$ cat config.mk
export PLATFORM = sky130hd
export DESIGN_NAME = sprite_pixel_reader
export DESIGN_NICKNAME = d
export VERILOG_FILES = /design/src/rtl/sprite_pixel_reader.sv
export SDC_FILE = /design/constraint.sdc
export NUM_CORES = 1
export LEC_CHECK = 0
export ABC_AREA = 1
export BUFFER_PORTS_ARGS = -buffer_cell sky130_fd_sc_hd__clkbuf_2
export CORE_ASPECT_RATIO = 2
export CORE_UTILIZATION = 58
export CTS_BUF_LIST = sky130_fd_sc_hd__clkbuf_16
export CTS_CLUSTER_SIZE = 20
export DETAILED_ROUTE_END_ITERATION = 12
export PLACE_DENSITY = 0.92
export SLEW_MARGIN = 30
export SYNTH_ARGS = -nofsm -noshare
export SYNTH_HDL_FRONTEND = slang
export SYNTH_SLANG_ARGS = --single-unit
$ cat constraint.sdc
create_clock -name Clk -period 7.1 [get_ports Clk]
set_input_delay 0.355 -clock Clk [delete_from_list [all_inputs] [get_ports Clk]]
set_output_delay 0.355 -clock Clk [all_outputs]
set_load 0.05 [all_outputs]
$ cat src/rtl/sprite_pixel_reader.sv
// Sprite read client: turns the VGA scan position into map/character RAM reads and
// composites the character over the map, one palette index per clock, 3-cycle latency.
module sprite_pixel_reader #(
    parameter int unsigned MAP_W       = 1024,
    parameter int unsigned MAP_H       = 1152,
    parameter int unsigned CHAR_W      = 19,
    parameter int unsigned CHAR_H      = 29,
    parameter int unsigned CHAR_FRAMES = 12,
    parameter int unsigned TRANSP_IDX  = 0,
    parameter int unsigned BORDER_IDX  = 0
) (
    input  logic        Clk,
    input  logic        Reset,
    input  logic        frame_start,
    input  logic [9:0]  DrawX,
    input  logic [9:0]  DrawY,
    input  logic        draw_en,
    input  logic [10:0] cam_x,
    input  logic [10:0] cam_y,
    input  logic [9:0]  char_x,
    input  logic [9:0]  char_y,
    input  logic [3:0]  char_frame,
    output logic [20:0] map_read_address,
    output logic [12:0] char_read_address,
    input  logic [4:0]  map_data,
    input  logic [4:0]  char_data,
    output logic [4:0]  pix_index,
    output logic        pix_valid
);

    typedef enum logic {WAIT_FRAME, RUN} state_t;

    state_t      state;
    logic [10:0] cam_x_s, cam_y_s;
    logic [9:0]  char_x_s, char_y_s;
    logic [3:0]  frame_s;

    logic        s1_go, map_hit, chr_hit;
    logic [11:0] wx, wy;
    logic [10:0] rx, ry;
    logic [20:0] map_addr;
    logic [12:0] char_addr;

    logic        v1, mi1, ci1;
    logic        v2, mi2, ci2;

    // Hit flags are gated by the stage valid so idle or pre-frame cycles read address 0.
    always_comb begin
        s1_go     = draw_en && (state == RUN);
        wx        = {1'b0, cam_x_s} + {2'b0, DrawX};
        wy        = {1'b0, cam_y_s} + {2'b0, DrawY};
        rx        = {1'b0, DrawX} - {1'b0, char_x_s};
        ry        = {1'b0, DrawY} - {1'b0, char_y_s};
        map_hit   = s1_go && (32'(wx) < MAP_W) && (32'(wy) < MAP_H);
        chr_hit   = s1_go && !rx[10] && !ry[10]
                    && (32'(rx[9:0]) < CHAR_W) && (32'(ry[9:0]) < CHAR_H);
        map_addr  = 21'(21'(wy) * 21'(MAP_W) + 21'(wx));
        char_addr = 13'(13'(frame_s) * 13'(CHAR_W * CHAR_H)
                    + 13'(ry[9:0]) * 13'(CHAR_W) + 13'(rx[9:0]));
    end

    always_ff @(posedge Clk) begin
        if (Reset) begin
            state             <= WAIT_FRAME;
            cam_x_s           <= '0;
            cam_y_s           <= '0;
            char_x_s          <= '0;
            char_y_s          <= '0;
            frame_s           <= '0;
            v1                <= 1'b0;
            mi1               <= 1'b0;
            ci1               <= 1'b0;
            v2                <= 1'b0;
            mi2               <= 1'b0;
            ci2               <= 1'b0;
            map_read_address  <= '0;
            char_read_address <= '0;
            pix_index         <= '0;
            pix_valid         <= 1'b0;
        end else begin
            if (frame_start) begin
                state    <= RUN;
                cam_x_s  <= cam_x;
                cam_y_s  <= cam_y;
                char_x_s <= char_x;
                char_y_s <= char_y;
                frame_s  <= (32'(char_frame) >= CHAR_FRAMES) ? '0 : char_frame;
            end

            v1                <= s1_go;
            mi1               <= map_hit;
            ci1               <= chr_hit;
            map_read_address  <= map_hit ? map_addr : '0;
            char_read_address <= chr_hit ? char_addr : '0;

            v2  <= v1;
            mi2 <= mi1;
            ci2 <= ci1;

            pix_valid <= v2;
            if (!v2)
                pix_index <= '0;
            else if (ci2 && (char_data != 5'(TRANSP_IDX)))
                pix_index <= char_data;
            else if (mi2)
                pix_index <= map_data;
            else
                pix_index <= 5'(BORDER_IDX);
        end
    end

endmodule

Word level (Yosys, flattened, before mapping)
Index checks and enable logic that the tools add are counted.
- muxes and demuxes: 3
- bitwise logic cells: 3
- $lt $le $gt $ge: 5
- equality and inequality tests: 0
- shifts and indexed selects: 0
- multiply operators: 2
- add/subtract/negate cells: 7
- div/mod/pow operators: 0
- reductions and logical operators: 14
- operators by type and width (cell ; number):
    $add 11x10->12 ; 2
    $lt 12x11->1 const B ; 2
    $sub 10x10->11 ; 2
    $add 21x12->21 ; 1
    $lt 10x5->1 const B ; 2
    $add 13x10->13 ; 1
    $add 13x13->13 ; 1
    $mul 10x5->13 const B ; 1
    $mul 4x10->13 const B ; 1
    $mux 5 ; 2
    $logic_and 1x1->1 ; 8
    $reduce_or 2->1 ; 3
    $reduce_bool 5->1 ; 1
    $ge 4x4->1 const B ; 1
    $mux 4 ; 1
    $not 1->1 ; 3
    $logic_not 1->1 ; 2
- ROM bits: 0
- input port bits: 80
- register bits after elaboration: 93
- latch bits: 0
- memories kept: 0
- memory bits (writable): 0

Longest topological paths before layout
- depth in word-level cells: 8
- mapped depth: 33
- depth with buffers taken out: 33

Least setup slack after synthesis
No wires, ideal clock.
- kind: input to register
- start: input DrawY[0]
- end: register char_read_address[10]
- buffers on the path: 0
- arrival: 5227 ps
- library setup time: 73 ps
- path slack: 1800 ps
- cell stages on the path: 28
- path through: inv_1 -> ha_1 -> inv_1 -> fa_1 -> nand2_1 -> nand2_1 -> nand2_1 -> xnor2_1 -> ha_1 -> inv_1 -> ha_1 -> ha_1 -> inv_1 -> fa_1 -> inv_1 -> fa_1 -> inv_1 -> fa_1 -> inv_1 -> ha_1 -> a21oi_1 -> a21boi_0 -> o21ai_0 -> nand3_1 -> nand2_1 -> nand2_1 -> nand2_1 -> nor3_2
- word-level cells in the longest chain between the ends: 7
- ends and longest elaborated chain (what ; line ; text):
    start: declaration ; 16 ; input logic [9:0] DrawY,
    $sub 10x10->11 (*) ; 53 ; ry = {1'b0, DrawY} - {1'b0, char_y_s};
    parallel branches: the longest is 6 deep, another holds $mul 10x5->13 ; - ;
    end signal: assignment ; 94 ; char_read_address <= chr_hit ? char_addr : '0;
    end: declaration ; 24 ; output logic [12:0] char_read_address,
Every way passes the cells marked *.
A chain may end at the register's enable or synchronous reset.

Worst setup path in the final report
- start: register char_y_s[3]
- end: register char_read_address[10]
- word-level cells in the longest chain between the ends: 7
- ends and longest elaborated chain (what ; line ; text):
    start: declaration ; 35 ; logic [9:0] char_x_s, char_y_s;
    start signal: assignment ; 86 ; char_y_s <= char_y;
    $sub 10x10->11 (*) ; 53 ;
    parallel branches: the longest is 6 deep, another holds $mul 10x5->13 ; - ;
Marked as above.

==> impl_results.md <==
- Status: completed
- Die Ht: 159 um
- Commonest non-fill, non-tap cell in the layout: inv_1
- MaxCap Viol Count: 0
- Initial Utilization: 0.593
- Wire per inst: 14.8 um
- Most frequent cells in the layout: 156 x inv_1, 150 x nand2_1, 119 x clkbuf_2
- First-pass GRT wire length: 29900 um
- GRT Residual Overflow: 0
- Initial antenna violation count: 0
- Buf+Inv Stages, Crit Path: 7
- Synthesized area per cell: 7.61 um^2
- Area growth from synthesis to layout: 13.8%
- Hold buffer count at CTS: 0
- CTS buffer count: 9
- Fmax: 173 MHz
- Number of global-route vias before repair: 6762
- Async SR Flop Fraction: 0
- Post-synthesis net count: 1147
- Clock root buffer: clkbuf_16
- Pleak: 4.32 nW
- N_diodes: 0
- Total track usage: 0.298
- Hold_sp: cam_y[0]
- Non-Filler Instances: 1205
- Hold Violations, Final: 0
- Nets: 1260
- Final setup skew: 10.9 ps
- Die area: 12800 um^2
- Final TNS setup: 0 ps
- CP Class: register to register
- Critical Path Fanout Max: 5
- Crit path max-delay family: adder cells
- Crit path DAT: 6030 ps
- # fillers: 960
- Fraction of layout cells with a size suffix above 1: 0.181
- Worst-path clk slew: 70 ps
- RSZ-0062 raised after global routing: no
- Drt drc: 0
- Register area share after synthesis: 0.260
- I/O Buffers: 119
- Hold Crit Class: input port to register
- Quantity of gates resized following cts: 0
- Area contributors post-synth: dfxtp_1 26%, ha_1 16%, fa_1 10%
- Largest net degree at the start of global routing: 48
- CTS tree: yes
- Synth warnings: 0
- H-tree levels: 3
- Clock Latency Late Sink: 350 ps
- RD Place Congestion: 0.958
- Via density: 5.48
- Pwr Density: 411 nW/um^2
- FP Rows: 57
- Power Total: 3.34 mW
- Dpl ws: 1260 ps
- Leading area contributor after synthesis: dfxtp_1
- Core Area: 12100 um^2
- Final HPWL DP: 13700 um
- Synth top area share: 0.260
- Pre-antenna DRT Iters: 6
- R2R setup slack: 1320 ps
- CP Launch Type: register
- Syn Inst Count: 940
- #FFs+latches synth: 93
- Max incr delay on CP: 540 ps
- Peak supply drop: 419 uV
- CTS sink count: 93
- Final period utilization: 0.814
- EDFF count, synth: 0
- Period minus WS final: 5780 ps
- Wirelength, routed: 17800 um
- Setup-failing EPs final: 0
- Postcts setup bufs: 0
- Top FF cell, synth: dfxtp_1
- PnR worst setup slack: 1320 ps
- Vias after detailed routing: 6600
- Synth unique cells: 40
- Detail Route Antenna Nets: 0
- IO Pins: 120
- Maximum clock path buffer count: 2
- Req. time, crit path: 7360 ps
- Starting DRT DRC Count: 351
- Dpl cells: 1189
- Startpoint of the worst register-to-register path: char_y_s[3]
- Die Wd: 80.5 um
- Final Max Slew Viols: 0
- CP Capture Type: register
- Crit path max-delay cell type: fa_1
- Critical path origin: char_y_s[3]
- Slew HR: 0.409
- Cell Area, Synth: 7150 um^2
- Worst slew pin tran: 887 ps
[through the flow]
stage | hold slack [ps] | area [um^2] | utilization
after floorplan | 388 | 7150 | -
after global placement | 390 | 7850 | 0.651
after detailed placement | 399 | 7850 | 0.651
after CTS | 229 | 8140 | 0.675
after global routing | 243 | 8140 | 0.675
final | 231 | 8140 | 0.675
[report_power, final]
group          switching [mW]  total (mW)  internal, mW
logic                    1.41        2.30         0.893
clock network           0.212       0.485         0.272
registers              0.0125       0.556         0.544
[logic make-up (layout without fill, tap and decap cells)]
| family | after synthesis | after routing | share of synthesized area |
|---|---|---|---|
| buffers and inverters | 186 | 304 | 0.101 |
| AOI/OAI and AO/OA | 143 | 143 | 0.108 |
| adders and majority gates | 127 | 127 | 0.260 |
| xor gates and xnor gates | 33 | 33 | 0.0425 |
| and+or+nand+nor | 358 | 358 | 0.227 |
| DFF | 93 | 93 | 0.260 |
[routing by layer]
metal,part of all wire,track usage,up-vias
met5,0,0,-
met1,0.35,0.300,3051
li1,-,-,3226
met2,0.55,0.549,241
met4,0.058,0.182,0
met3,0.039,0.0441,82
[registers in the layout (all words and copies together), names as in the netlist, 4 cells and up]
name	count
frame_s	4
cam_y_s	11
char_x_s	10
map_read_address	21
char_y_s	10
cam_x_s	11
char_read_address	13
pix_index	5
[worst paths after layout]
kind,end,depth (start not counted)
worst max-delay path,char_read_address[10],29
worst min-delay path,cam_y_s[0],3
worst max register to register,char_read_address[10],29
worst min register to register,ci2,2
[area by class of cell]
class	instances	area, um^2	share of cell area
timing repair buffer	121	611	0.0750
inverter	167	627	0.0770
tap	147	184	0.0226
clock buffer	9	225	0.0277
clock inverter	7	66.3	0.00815
multi-input combinational	661	4570	0.561
sequential	93	1860	0.229
[cells in the mapped netlist (2+ instances only)]
| cell type | n |
|---|---|
| a21o_1 | 4 |
| a21oi_1 | 60 |
| a21oi_2 | 4 |
| a22oi_1 | 2 |
| a31oi_1 | 3 |
| and3_1 | 2 |
| buf_6 | 3 |
| clkbuf_1 | 14 |
| dfxtp_1 | 93 |
| fa_1 | 36 |
| ha_1 | 91 |
| inv_1 | 155 |
| inv_2 | 12 |
| nand2_1 | 150 |
| nand2_2 | 6 |
| nand3_1 | 46 |
| nand3_2 | 2 |
| nand3b_1 | 6 |
| nand4_1 | 10 |
| nand4_2 | 3 |
| nor2_1 | 96 |
| nor2_2 | 17 |
| nor3_1 | 6 |
| nor3_2 | 9 |
| o21a_1 | 3 |
| o21ai_0 | 60 |
| o21bai_1 | 3 |
| or2_2 | 3 |
| xnor2_1 | 15 |
| xor2_1 | 16 |
[worst reg2reg max path: cells and delay by family, from the launching register on]
kind	cells	cell delay, ps
and+or+nand+nor	11	1090
DFF	1	330
buffers and inverters	7	410
AOI/OAI and AO/OA	3	690
adders and majority gates	8	3170
Power figures use the tool's default switching activity.
